File: src/rtl/seq_shift_add_multiplier.sv
// Sequential shift-add multiplier: one multiplier bit per clock.
// Operands and result each use a valid/ready handshake.
// Optional macro SEQ_MUL_SIGNED_EN adds an `sgn` input that selects
// two's-complement radix-2 Booth recoding per transaction.
// Without the macro the block is unsigned only.
module seq_shift_add_multiplier #(
  parameter int MULTIPLICAND_WID = 32,
  parameter int MULTIPLIER_WID   = 32
) (
  input  logic                                       clk,
  input  logic                                       rst,
  input  logic                                       in_valid,
  output logic                                       in_ready,
  input  logic [MULTIPLICAND_WID-1:0]                M,
  input  logic [MULTIPLIER_WID-1:0]                  Q,
`ifdef SEQ_MUL_SIGNED_EN
  input  logic                                       sgn,
`endif
  output logic                                       out_valid,
  input  logic                                       out_ready,
  output logic [MULTIPLICAND_WID+MULTIPLIER_WID-1:0] product,
  output logic                                       busy
);

  localparam int MW      = MULTIPLICAND_WID;
  localparam int QW      = MULTIPLIER_WID;
  localparam int PW      = MW + QW;
  localparam int CNT_WID = $clog2(MULTIPLIER_WID + 1);

  typedef enum logic [1:0] {IDLE, RUN, DONE} state_t;

  state_t state, state_nxt;

  // Datapath registers.
  // The accumulator carries one extra bit, so an add never loses its carry
  // and a Booth subtract of the most negative M still fits.
  logic [MW-1:0]      m_reg;
  logic [MW:0]        acc;
  logic [QW-1:0]      q_reg;
  logic [CNT_WID-1:0] cnt;
`ifdef SEQ_MUL_SIGNED_EN
  logic               sgn_reg;
  logic               q_prev;
`endif

  logic          accept;
  logic          last_step;
  logic          out_fire;
  logic [MW:0]   m_ext;
  logic [MW:0]   sum;
  logic          fill;
  logic [MW:0]   acc_nxt;
  logic [QW-1:0] q_nxt;

  assign accept    = in_valid && (state == IDLE);
  assign out_fire  = out_ready && (state == DONE);
  assign last_step = (cnt == CNT_WID'(QW - 1));

  // State register.
  always_ff @(posedge clk or posedge rst) begin
    if (rst) state <= IDLE;
    else     state <= state_nxt;
  end

  // Next-state logic.
  // RUN lasts exactly QW edges. There is no early exit on zero operands.
  always_comb begin
    state_nxt = state;
    unique case (state)
      IDLE:    if (accept)    state_nxt = RUN;
      RUN:     if (last_step) state_nxt = DONE;
      DONE:    if (out_fire)  state_nxt = IDLE;
      default:                state_nxt = IDLE;
    endcase
  end

  // Handshake and status outputs, decoded purely from state.
  always_comb begin
    in_ready  = 1'b0;
    out_valid = 1'b0;
    busy      = 1'b0;
    unique case (state)
      IDLE:    in_ready  = 1'b1;
      RUN:     busy      = 1'b1;
      DONE:    out_valid = 1'b1;
      default: in_ready  = 1'b0;
    endcase
  end

`ifdef SEQ_MUL_SIGNED_EN
  // One step of the iteration.
  // Booth pair {q[0], q_prev} picks subtract/add/nothing in signed mode.
  // Plain shift-add on q[0] in unsigned mode.
  // Signed mode shifts the sign bit in (arithmetic shift).
  always_comb begin
    m_ext = sgn_reg ? {m_reg[MW-1], m_reg} : {1'b0, m_reg};
    sum   = acc;
    if (sgn_reg) begin
      unique case ({q_reg[0], q_prev})
        2'b10:   sum = acc - m_ext;
        2'b01:   sum = acc + m_ext;
        default: sum = acc;
      endcase
    end else if (q_reg[0]) begin
      sum = acc + m_ext;
    end
    fill    = sgn_reg ? sum[MW] : 1'b0;
    acc_nxt = {fill, sum[MW:1]};
    q_nxt   = {sum[0], q_reg[QW-1:1]};
  end
`else
  // One step of the iteration: conditional add of M, then shift {acc, q} right.
  // The accumulator top bit is always clear before the add, so the sum fits.
  always_comb begin
    m_ext   = {1'b0, m_reg};
    sum     = q_reg[0] ? (acc + m_ext) : acc;
    fill    = 1'b0;
    acc_nxt = {fill, sum[MW:1]};
    q_nxt   = {sum[0], q_reg[QW-1:1]};
  end
`endif

  // Operand capture on accept, then one shift-add step per RUN cycle.
  // Operands are taken only at the accept edge.
  // Later changes on M/Q do not reach the in-flight product.
  always_ff @(posedge clk or posedge rst) begin
    if (rst) begin
      m_reg   <= '0;
      acc     <= '0;
      q_reg   <= '0;
      cnt     <= '0;
`ifdef SEQ_MUL_SIGNED_EN
      sgn_reg <= 1'b0;
      q_prev  <= 1'b0;
`endif
    end else if (accept) begin
      m_reg   <= M;
      acc     <= '0;
      q_reg   <= Q;
      cnt     <= '0;
`ifdef SEQ_MUL_SIGNED_EN
      sgn_reg <= sgn;
      q_prev  <= 1'b0;
`endif
    end else if (state == RUN) begin
      acc     <= acc_nxt;
      q_reg   <= q_nxt;
      cnt     <= cnt + CNT_WID'(1);
`ifdef SEQ_MUL_SIGNED_EN
      q_prev  <= q_reg[0];
`endif
    end
  end

  // Result register.
  // Loaded on the final step and held through DONE back-pressure.
  // The low PW bits of {acc, q} are the full product.
  // In signed mode the accumulator top bit is only sign extension.
  always_ff @(posedge clk or posedge rst) begin
    if (rst)                                product <= '0;
    else if ((state == RUN) && last_step)   product <= PW'({acc_nxt[MW-1:0], q_nxt});
  end

endmodule

File: config.mk
export PLATFORM = sky130hd
export DESIGN_NAME = seq_shift_add_multiplier
export DESIGN_NICKNAME = d
export VERILOG_FILES = /design/src/rtl/seq_shift_add_multiplier.sv
export SDC_FILE = /design/constraint.sdc
export NUM_CORES = 1
export LEC_CHECK = 0
export ABC_AREA = 1
export BUFFER_PORTS_ARGS = -buffer_cell sky130_fd_sc_hd__buf_4
export CORE_ASPECT_RATIO = 0.9
export CORE_MARGIN = 2
export CORE_UTILIZATION = 55
export DETAILED_ROUTE_END_ITERATION = 10
export PLACE_DENSITY = 0.77
export SYNTH_ARGS = -nofsm -noshare
export SYNTH_HDL_FRONTEND = slang
export SYNTH_SLANG_ARGS = --single-unit
File: constraint.sdc
create_clock -name clk -period 16.95 [get_ports clk]
set_input_delay 3.39 -clock clk [delete_from_list [all_inputs] [get_ports clk]]
set_output_delay 3.39 -clock clk [all_outputs]
set_load 0.005 [all_outputs]
Word level (Yosys, flattened, before mapping)
Cells that the tools add are included.
{ "classes": {"multipliers": 0, "div": 0, "eq_ne": 6, "reduce_logical": 6, "muxes": 14, "add_sub_neg": 2, "n_lt_le_gt_ge": 0, "shift": 0, "n_bitwise": 0} }
{ "ops": {"columns": ["op", "n"], "rows": [
  ["33-bit 2-to-1 mux", 3],
  ["32-bit 2-to-1 mux", 2],
  ["33-bit by 32-bit adder with 33-bit output", 1],
  ["6-bit 2-to-1 mux", 2],
  ["6-bit by 1-bit adder with 6-bit output, second input constant", 1],
  ["6-bit by 5-bit equality test with 1-bit output, second input constant", 1],
  ["2-bit 2-to-1 mux", 3],
  ["2-bit inequality test, second input constant", 3],
  ["2-bit case mux with 3 select lines", 1],
  ["1-bit logical AND", 3],
  ["1-bit 2-to-1 mux", 3],
  ["3-bit AND reduction", 1],
  ["2-bit by 1-bit equality test with 1-bit output, second input constant", 1],
  ["2-bit equality test, second input constant", 1],
  ["2-bit zero test", 1],
  ["2-bit nonzero test", 1]
]} }
{ "totals": {"mem_count": 0, "elab_cells": 34, "input_bits": 68, "ram_bits": 0, "rom_bits": 0, "latchBits": 0, "reg_bits": 169, "out_inout_bits": 67} }

Depth between registers and ports, before layout
{ "logic_depth": {"ltp_word": 4, "ltp_mapped": 13, "ltp_nobuf": 13} }

Worst setup path after synthesis
Ideal clock, no wire load.
{ "synth_timing": {"path_kind": "register -> output", "start": "reg state[1]", "end": "out busy", "path_buffers": 1, "required_time_ns": 13.560, "setup_slack_ns": 12.655, "arrival_time_ns": 0.905, "stages_incl_launch_ff": 3, "cell_sequence": "dfrtp_1 -> nor2_4 -> clkbuf_1"} }
{ "synth_via": {"elab_chain_cells": 2} }
{ "synth_rtl": {"columns": ["element", "line", "text"], "rows": [
  ["start, declared", "32", "state_t state, state_nxt;"],
  ["start signal, assigned", "62", "else state <= state_nxt;"],
  ["2-bit by 1-bit equality test with 1-bit output", "82", "unique case (state)"],
  ["1-bit 2-to-1 mux", "82", null],
  ["end, declared", "22", "output logic busy"]
]} }
Every way passes these cells.

Worst setup path in the final report
Same ends and word-level chain as after synthesis.

==> impl_metrics.json <==
{
  "clock-sinks": 168,
  "hold_viol_final": 0,
  "ctsHoldBuffers": 0,
  "die_h_um": 127,
  "crit_path_end_kind": "output port",
  "grt_max_degree": 105,
  "num_io_pins": 135,
  "seq_power_share": 0.293,
  "clock_latency_ns": 0.44,
  "regMostFlops": "product",
  "final_antenna_net_count": 0,
  "cts_resized": 0,
  "grt_pass1_vias": 8001,
  "cts_tree": "done",
  "rsz0062_at_grt": "no",
  "clock_path_buffers": 2,
  "power.switching_mw": 1.11,
  "grt_pass1_wl_mm": 39.4,
  "gp_congestion": 0.952,
  "min_period_over_period": 0.288,
  "syn_area_per_cell_um2": 7.34,
  "fp-row-count": 44,
  "n_antenna_cell": 0,
  "seq_area_frac_synth": 0.455,
  "viasPerCell": 5.23,
  "ys_seq_elements": 168,
  "largest_reg_flops": 64,
  "setup_viol": 0,
  "syn-cell-area_um2": 9230,
  "synth_cell_types": 35,
  "nets": 1477,
  "final_util": 0.672,
  "p_int_mw": 1.25,
  "start_util": 0.567,
  "ys.flop_type": "dfrtp_1",
  "leakagePower_nw": 6.14,
  "grt_overflow": 0,
  "h-tree-depth": 4,
  "area_growth_syn_to_layout_pct": 18.7,
  "max_freq_mhz": 205,
  "sw_frac_of_total": 0.469,
  "tightest_slew_ns": 0.931,
  "crit_path_start_kind": "flop",
  "period_needed_ns": 4.88,
  "place_area_um2": 10300,
  "fin_ws_ns": 12.07,
  "synth_cells": 1258,
  "synthArstFlopShare": 1.00,
  "ir_worst_vdd_mv": 0.110,
  "fin_cells": 1595,
  "path_class": "reg -> out",
  "dieArea_um2": 17800,
  "cts_setup_buffers": 0,
  "drt_pass1_iterations": 7,
  "synth_nets": 1360,
  "cts_made_buffers": 17,
  "clkTransAtPathRegs_ns": 0.07,
  "post-route-drc-count": 0,
  "pre_cts_slack_ns": 11.73,
  "chipWidth_um": 141,
  "required_ns": 13.56,
  "power_density_nw_per_um2": 216,
  "pwr-share-clk": 0.170,
  "antenna_found_initial": 0,
  "layout-drive-gt1-share": 0.145,
  "min_path_type": "reg -> reg",
  "wl_per_cell_um": 15.0,
  "arrival_ns": 1.49,
  "combPwrFrac": 0.537,
  "port-buffer-count": 134,
  "drt-total-wl_mm": 24.0,
  "synth-edff-count": 0,
  "status": "complete, no violations",
  "maxCapViolCount": 0,
  "clock-skew-final_ns": 0.0124,
  "hpwl_mm": 16.9,
  "place_inst": 1563,
  "grt_usage": 0.279,
  "vias": 8346,
  "root_buffer": "clkbuf_16",
  "core-area_um2": 16300,
  "final_area_um2": 11000,
  "timing.slew.headroom": 0.379,
  "yosysWarnings": 0,
  "slew_violations": 0,
  "drt_iter0_drc": 532,
  "cp_max_fo": 28,
  "setup_tns_ns": 0,
  "n_fill_cell": 1430
}
## worst max-delay path, cell delays in order, from the launching register on
cell and delay (ns):
dfrtp_1 0.42, nor2_4 0.11, buf_4 0.32, buf_4 0.18
## cell type report
| type | count | area, um^2 | area share |
|---|---|---|---|
| clock buffers | 17 | 425 | 0.0388 |
| clock inverters | 15 | 191 | 0.0175 |
| inverters | 186 | 703 | 0.0642 |
| multi-input cells | 862 | 4120 | 0.376 |
| flip-flops and latches | 168 | 4200 | 0.384 |
| well taps | 207 | 259 | 0.0236 |
| repair buffers | 140 | 1050 | 0.0959 |
## synthesized netlist by cell type, types with 6 or more instances
| cell type | instances | area, um^2 |
|---|---|---|
| nand2_1 | 509 | 1910 |
| inv_1 | 180 | 676 |
| dfrtp_1 | 168 | 4200 |
| nand3_1 | 86 | 430 |
| o21ai_0 | 53 | 265 |
| nor2_1 | 51 | 191 |
| ha_1 | 33 | 413 |
| o221ai_1 | 32 | 280 |
| a21oi_1 | 20 | 100 |
| clkbuf_1 | 18 | 67.6 |
| o21ai_1 | 18 | 90.1 |
| buf_2 | 17 | 85.1 |
| or2_2 | 14 | 87.6 |
| o22ai_1 | 7 | 43.8 |
| xor2_1 | 6 | 52.6 |
## layer usage
| metal | share of wire | track usage | wire length, um | vias to the layer above |
|---|---|---|---|---|
| li1 | - | - | - | 4198 |
| met1 | 0.45 | 0.370 | 10800 | 3885 |
| met2 | 0.48 | 0.469 | 11500 | 218 |
| met3 | 0.045 | 0.0415 | 1080 | 45 |
| met4 | 0.027 | 0.103 | 641 | 0 |
| met5 | 0 | 0 | 0 | - |
## logic make-up (layout without fill, tap and decap cells)
| kind of cell | Yosys count | in the layout | share of synthesized area |
|---|---|---|---|
| flip-flops | 168 | 168 | 0.455 |
| XOR/XNOR | 11 | 11 | 0.0104 |
| adder cells (fa/ha/maj) | 34 | 34 | 0.0469 |
| AND/OR/NAND/NOR | 675 | 675 | 0.295 |
| AO/OA/AOI/OAI | 142 | 142 | 0.0943 |
| buffers and inverters | 228 | 358 | 0.0982 |
## cell usage in the layout (no fill, tap or decap), types with 6 or more instances in the layout
master,n
nand2_1,509
inv_1,178
dfrtp_1,168
buf_4,140
nand3_1,86
o21ai_0,53
nor2_1,51
ha_1,33
o221ai_1,32
a21oi_1,20
o21ai_1,18
clkbuf_16,17
or2_2,14
o22ai_1,7
inv_2,6
xor2_1,6
inv_8,6
## per-stage QoR
step	hold slack [ns]	power (mW)
CTS	0.488	2.36
global placement	0.467	1.92
global route	0.510	2.58
detailed placement	0.469	1.95
finish	0.489	2.36
floorplan	0.455	1.57
## path summary, 6_finish.rpt
check	from	to	slack (ns)	cells past startpoint
worst max-delay path	state[1]	busy	12.07	3
worst min-delay path	product[49]	product[49]	0.49	2
worst max register to register	state[0]	product[3]	13.68	8
worst min register to register	product[49]	product[49]	0.49	2
max in group asynchronous	rst	m_reg[27]	12.45	3
min in group asynchronous	rst	product[18]	3.13	2
## power by group through the flow
stage	sequential [mW]	combinational [mW]	clock, mW
floorplan	0.667	0.902	0
global placement	0.693	1.23	0
detailed placement	0.694	1.25	0
CTS	0.691	1.27	0.406
global route	0.712	1.45	0.422
finish	0.693	1.27	0.402
No activity file was read; power rests on OpenSTA's default activity.
